## config.mk

```make
export PLATFORM = sky130hd
export DESIGN_NAME = route_sel_ctrl
export DESIGN_NICKNAME = d
export VERILOG_FILES = /design/src/rtl/route_sel_ctrl_pkg.sv /design/src/rtl/route_sel_ctrl_sync2.sv /design/src/rtl/route_sel_ctrl.sv
export SDC_FILE = /design/constraint.sdc
export NUM_CORES = 1
export LEC_CHECK = 0
export ABC_CLOCK_PERIOD_IN_PS = 2600
export CORE_ASPECT_RATIO = 0.75
export CORE_MARGIN = 1.5
export CORE_UTILIZATION = 45
export DETAILED_ROUTE_END_ITERATION = 12
export PLACE_DENSITY_LB_ADDON = 0.12
export SYNTH_ARGS = -nofsm -noshare
export SYNTH_HDL_FRONTEND = slang
export SYNTH_SLANG_ARGS = --single-unit
```

## constraint.sdc

```tcl
create_clock -name CLK -period 2.6 [get_ports CLK]
set_input_delay 0.39 -clock CLK [delete_from_list [all_inputs] [get_ports CLK]]
set_output_delay 0.39 -clock CLK [all_outputs]
set_load 0.005 [all_outputs]
```

## src/rtl/route_sel_ctrl_pkg.sv

```systemverilog
// Shared types and constants for the route select controller.
// Holds the FSM states, the dual-rail token encodings and the default parameter values.
package route_sel_ctrl_pkg;

    localparam int DEPTH_DEF     = 4;
    localparam int CNT_W_DEF     = 8;
    localparam int TO_CYCLES_DEF = 255;

    localparam logic [1:0] DR_NULL = 2'b00;
    localparam logic [1:0] DR_ZERO = 2'b01;
    localparam logic [1:0] DR_ONE  = 2'b10;

    typedef enum logic [1:0] {
        S_IDLE = 2'd0,
        S_DATA = 2'd1,
        S_NULL = 2'd2
    } state_t;

    function automatic logic [1:0] dr_encode(input logic bit_i);
        return bit_i ? DR_ONE : DR_ZERO;
    endfunction

endpackage

```

## src/rtl/route_sel_ctrl_sync2.sv

```systemverilog
// Two-flop synchroniser for a single asynchronous level.
// Latency: two clk_i edges; no backpressure.
module sync2 (
    input  logic clk_i,
    input  logic rst_i,
    input  logic d_i,
    output logic q_o
);

    logic meta_q;
    logic sync_q;

    always_ff @(posedge clk_i or posedge rst_i) begin
        if (rst_i) begin
            meta_q <= 1'b0;
            sync_q <= 1'b0;
        end else begin
            meta_q <= d_i;
            sync_q <= meta_q;
        end
    end

    assign q_o = sync_q;

endmodule

```

## src/rtl/route_sel_ctrl.sv

```systemverilog
// Queues route requests and issues each as a dual-rail select token into a PCHB split.
// Latency: token on the first edge after the synchronised enable rises; route_ready drops only when the queue is full.
module route_sel_ctrl
    import route_sel_ctrl_pkg::*;
#(
    parameter int DEPTH     = DEPTH_DEF,
    parameter int CNT_W     = CNT_W_DEF,
    parameter int TO_CYCLES = TO_CYCLES_DEF
) (
    input  logic             CLK,
    input  logic             RESET,
    input  logic             route_valid,
    input  logic             route_dest,
    output logic             route_ready,
    output logic [1:0]       sel,
    input  logic             sele,
    output logic             busy,
    output logic [CNT_W-1:0] cnt0,
    output logic [CNT_W-1:0] cnt1,
    output logic             err
);

    localparam int AW   = (DEPTH > 1) ? $clog2(DEPTH) : 1;
    localparam int TO_W = $clog2(TO_CYCLES + 1);

    localparam logic [AW-1:0]    PTR_ONE = AW'(1);
    localparam logic [AW:0]      OCC_ONE = (AW + 1)'(1);
    localparam logic [AW:0]      OCC_MAX = (AW + 1)'(DEPTH);
    localparam logic [CNT_W-1:0] CNT_ONE = CNT_W'(1);
    localparam logic [TO_W-1:0]  TO_ONE  = TO_W'(1);
    localparam logic [TO_W-1:0]  TO_MAX  = TO_W'(TO_CYCLES);

    logic sele_s;

    sync2 u_sele_sync (
        .clk_i (CLK),
        .rst_i (RESET),
        .d_i   (sele),
        .q_o   (sele_s)
    );

    // Request queue: one destination bit per entry.
    logic [DEPTH-1:0] mem_q;
    logic [AW-1:0]    wr_ptr_q;
    logic [AW-1:0]    rd_ptr_q;
    logic [AW:0]      occ_q;
    logic             full;
    logic             empty;
    logic             push;
    logic             pop;
    logic             head_dat;

    assign full        = (occ_q == OCC_MAX);
    assign empty       = (occ_q == '0);
    assign route_ready = !full;
    assign push        = route_valid && !full;
    assign head_dat    = mem_q[rd_ptr_q];

    always_ff @(posedge CLK or posedge RESET) begin
        if (RESET) begin
            mem_q    <= '0;
            wr_ptr_q <= '0;
            rd_ptr_q <= '0;
            occ_q    <= '0;
        end else begin
            if (push) begin
                mem_q[wr_ptr_q] <= route_dest;
                wr_ptr_q        <= wr_ptr_q + PTR_ONE;
            end
            if (pop) begin
                rd_ptr_q <= rd_ptr_q + PTR_ONE;
            end
            case ({push, pop})
                2'b10:   occ_q <= occ_q + OCC_ONE;
                2'b01:   occ_q <= occ_q - OCC_ONE;
                default: occ_q <= occ_q;
            endcase
        end
    end

    // Handshake FSM.
    state_t           state_q, state_d;
    logic [1:0]       sel_q, sel_d;
    logic             head_q, head_d;
    logic [TO_W-1:0]  to_cnt_q, to_cnt_d;
    logic             err_q, err_d;
    logic [CNT_W-1:0] cnt0_q, cnt0_d;
    logic [CNT_W-1:0] cnt1_q, cnt1_d;

    always_ff @(posedge CLK or posedge RESET) begin
        if (RESET) begin
            state_q  <= S_IDLE;
            sel_q    <= DR_NULL;
            head_q   <= 1'b0;
            to_cnt_q <= '0;
            err_q    <= 1'b0;
            cnt0_q   <= '0;
            cnt1_q   <= '0;
        end else begin
            state_q  <= state_d;
            sel_q    <= sel_d;
            head_q   <= head_d;
            to_cnt_q <= to_cnt_d;
            err_q    <= err_d;
            cnt0_q   <= cnt0_d;
            cnt1_q   <= cnt1_d;
        end
    end

    always_comb begin
        state_d  = state_q;
        sel_d    = sel_q;
        head_d   = head_q;
        to_cnt_d = to_cnt_q;
        err_d    = err_q;
        cnt0_d   = cnt0_q;
        cnt1_d   = cnt1_q;
        pop      = 1'b0;

        case (state_q)
            S_IDLE: begin
                if (sele_s && !empty) begin
                    pop      = 1'b1;
                    head_d   = head_dat;
                    sel_d    = dr_encode(head_dat);
                    state_d  = S_DATA;
                    to_cnt_d = '0;
                end
            end
            S_DATA: begin
                if (!sele_s) begin
                    sel_d    = DR_NULL;
                    state_d  = S_NULL;
                    to_cnt_d = '0;
                    if (head_q) cnt1_d = cnt1_q + CNT_ONE;
                    else        cnt0_d = cnt0_q + CNT_ONE;
                end else if (to_cnt_q != TO_MAX) begin
                    to_cnt_d = to_cnt_q + TO_ONE;
                end
            end
            S_NULL: begin
                if (sele_s) begin
                    state_d  = S_IDLE;
                    to_cnt_d = '0;
                end else if (to_cnt_q != TO_MAX) begin
                    to_cnt_d = to_cnt_q + TO_ONE;
                end
            end
            default: begin
                state_d  = S_IDLE;
                sel_d    = DR_NULL;
                to_cnt_d = '0;
            end
        endcase

        // The timeout only flags a stuck split; the handshake keeps waiting.
        if (state_q != S_IDLE && state_d == state_q && to_cnt_d == TO_MAX) begin
            err_d = 1'b1;
        end
    end

    assign sel  = sel_q;
    assign busy = (state_q != S_IDLE) || !empty;
    assign cnt0 = cnt0_q;
    assign cnt1 = cnt1_q;
    assign err  = err_q;

endmodule

```

==> impl_metrics.py, run 1 <==
metrics = {
    "run_status": {
        "status": "finished clean",
    },
    "synthesis": {
        "syn_inst": 194,
        "yosysMostFrequentCell": "dfrtp_1",
        "syn-mean-instance-area_um2": 11.19,
        "seq_area_frac_synth_pct": 49.57,
        "synth_area_um2": 2171,
        "ys_top_cells_by_area": "dfrtp_1 (50%), xnor2_1 (5.2%), ha_1 (4.6%)",
        "synthesis.nets": 208,
        "synth-edff-count": 0,
        "synth_top_area_share_pct": 49.57,
        "yosysUniqueCellTypes": 46,
        "ys_top_cells_by_count": "dfrtp_1 (43), nand2_1 (20), xnor2_1 (13), inv_1 (10)",
        "synthArstFlopShare_pct": 100.0,
        "yosysTopAreaCell": "dfrtp_1",
        "yosys_warnings": 0,
        "synth_flop_cell": "dfrtp_1",
        "ys_seq_elements": 43,
    },
    "placed_design": {
        "postPlaceCellArea_um2": 2454,
        "gp_congestion": 0.8253,
        "io_buffer_count": 25,
        "dp_hpwl_um": 2936,
        "dp_cells": 270,
    },
    "routing": {
        "wl_per_cell_um": 14.24,
        "drt-total-wl_um": 3958,
        "drtIter0Drc": 145,
        "drc": 0,
        "ant_nets": 0,
        "firstDrtPassIters": 4,
        "via_per_inst": 5.500,
        "vias": 1529,
    },
    "timing": {
        "hold_viol": 0,
        "slew_headroom_pct": 64.66,
        "finalCriticalPeriod_ns": 2.408,
        "final.setup.tns_ns": 0,
        "setup_viol": 0,
        "finalMaxSlewViolations": 0,
        "finalCritPeriodShare_pct": 92.62,
        "rsz0062_at_grt": "no",
        "worst_pin_slew_ns": 0.5300,
        "clock.fmax_ghz": 0.4153,
        "clock-skew-final_ns": 0.008575,
    },
    "clock_tree": {
        "clockBufferDepth": 2,
        "cts_resized": 0,
        "clock_latency_ns": 0.29,
        "cts_max_level": 2,
        "cts_inserted_buffers": 5,
        "clock_sinks": 43,
        "cts_tree": "built",
        "cts_setup_buffers": 0,
        "cts_root_buffer": "clkbuf_8",
        "clk_pin_slew_worst_paths_ns": 0.07,
        "cts_hold_buf": 0,
    },
    "grt": {
        "globalRouteOverflowTotal": 0,
        "antenna_found_initial": 0,
        "grt_max_degree": 44,
        "grt_pass1_vias": 1506,
        "grt_first_pass_wirelength_um": 6948,
        "grt_util_all_layers_pct": 16.51,
    },
    "layout": {
        "final_cells": 278,
        "drive_gt1_share_pct": 8.145,
        "diodes": 0,
        "fin_nets": 234,
        "area_growth_pct": 17.64,
        "finish.instance_area_um2": 2554,
        "final_util_pct": 56.18,
    },
    "floorplan": {
        "die_x_um": 83.20,
        "core_um2": 4546,
        "ios": 26,
        "dieArea_um2": 5254,
        "start_util_pct": 47.76,
        "die_h_um": 63.15,
        "num_rows": 21,
    },
    "power_and_ir_drop": {
        "cellPowerDensity_nw_per_um2": 967.3,
        "seqPwrFrac_pct": 44.9,
        "ir_drop_v": 0.0004953,
        "p_switching_mw": 0.8590,
        "internal_power_mw": 1.611,
        "clockPowerShare_pct": 18.3,
        "p_comb_share_pct": 36.8,
        "leakage_nw": 1.124,
        "switching_share_pct": 34.78,
        "power_mw": 2.470,
    },
    "setup_path": {
        "rrSetupSlack_ns": 0.19,
        "worstPathRequired_ns": 2.81,
        "critical_path_class": "reg -> reg",
        "cp-start-kind": "register",
        "cp.arrival_ns": 2.61,
        "crit_path_end_kind": "register",
        "crit_fanout": 8,
    },
    "flow_run": {
        "drv_cap": 0,
    },
    "worst_hold_path": {
        "hp-class": "reg -> reg",
    },
}
## registers in the layout (all words and copies together) (netlist names)
name	count
cnt0	8
cnt1	8
to_cnt_q	8
mem_q	4
occ_q	3
rd_ptr_q	2
sel	2
state_q	2
wr_ptr_q	2
err	1
head_q	1
u_sele_sync.meta_q	1
u_sele_sync.q_o	1
## power groups by stage
stage	Combinational [mW]	Sequential, mW	Clock (mW)
floorplan	0.686	1.04	0
global placement	0.877	1.10	0
detailed placement	0.913	1.12	0
CTS	0.919	1.11	0.466
global route	1.02	1.15	0.501
finish	0.910	1.11	0.451
## worst paths after layout
check / end / start / cells past startpoint
max: occ_q[2] / u_sele_sync.q_o / 9
min: u_sele_sync.q_o / u_sele_sync.meta_q / 0
max reg2reg: occ_q[2] / u_sele_sync.q_o / 9
min reg2reg: u_sele_sync.q_o / u_sele_sync.meta_q / 0
max in group asynchronous: to_cnt_q[3] / RESET / 3
min in group asynchronous: state_q[1] / RESET / 3
## critical path, stage by stage, from the launching register on
cell     delay [ns]
dfrtp_1        0.56
o31ai_4        0.16
or3_1          0.45
inv_2          0.12
ha_1           0.19
inv_1          0.07
fa_1           0.37
xor2_1         0.15
nor2_1         0.11
xor2_1         0.16
## per-stage QoR
| stage | hold WS [ns] | worst slack (ns) |
|---|---|---|
| 2_1_floorplan | 0.3312 | 0.4517 |
| 3_3_place_gp | 0.3583 | 0.3023 |
| 3_5_place_dp | 0.3584 | 0.2109 |
| 4_1_cts | 0.3757 | 0.1866 |
| 5_1_grt | 0.3940 | 0.05125 |
| 6_report | 0.3790 | 0.1920 |
## routing by layer
layer  vias up  track usage (%)  share of wire, %
met5         -                0                 0
met2        51            26.73                46
met1       739            21.68                47
met4         0            5.208              0.71
li1        735                -                 -
met3         4            4.587               5.6
## final cells by class
class                   instances  area [um^2]
multi-input cells             133         1007
flip-flops and latches         43         1076
inverters                      11        41.29
repair buffers                 26        257.7
well taps                      57        71.32
clock buffers                   8        100.1
fillers                       373         1992
## cells in the final DEF, fill, tap and decap left out, types with 2 or more instances in the layout
cell | Yosys | layout
dfrtp_1 | 43 | 43
inv_1 | 10 | 10
and4_1 | 2 | 2
o21ai_1 | 3 | 3
and2_1 | 3 | 3
ha_1 | 8 | 8
a31o_1 | 3 | 3
o22ai_1 | 2 | 2
mux2_2 | 2 | 2
xnor2_1 | 13 | 13
o21ai_0 | 4 | 4
nor2_1 | 8 | 8
clkdlybuf4s50_1 | 0 | 25
a21o_1 | 3 | 3
mux2_1 | 4 | 4
nand2_1 | 20 | 20
xor2_1 | 8 | 8
a21oi_1 | 4 | 4
clkbuf_8 | 0 | 7
or2_1 | 3 | 3
and3_1 | 4 | 4
nand3_1 | 6 | 6
nand4_1 | 4 | 4
a22oi_1 | 2 | 2
a31oi_1 | 7 | 7
o32ai_1 | 2 | 2
## cell families (layout without fill, tap and decap cells)
family,after synthesis,after routing,share of synthesized area [%]
xor gates and xnor gates,21,21,8.473
muxes,8,8,4.611
and+or+nand+nor,60,60,15.97
DFF,43,43,49.57
AOI/OAI and AO/OA,35,35,11.82
adders and majority gates,9,9,5.533
buffers and inverters,18,45,4.034
Note: power is estimated with default switching activity, not from simulation.
==> inputs of run 2 (changes only) <==
--- a/config.mk
+++ b/config.mk
@@ -10,6 +10,7 @@
 export CORE_MARGIN = 1.5
 export CORE_UTILIZATION = 45
 export DETAILED_ROUTE_END_ITERATION = 12
+export HOLD_SLACK_MARGIN = 0.03
 export PLACE_DENSITY_LB_ADDON = 0.12
 export SYNTH_ARGS = -nofsm -noshare
 export SYNTH_HDL_FRONTEND = slang
==> results of run 2 <==
Final layout, timing and power as in run 1 (identical DEF).
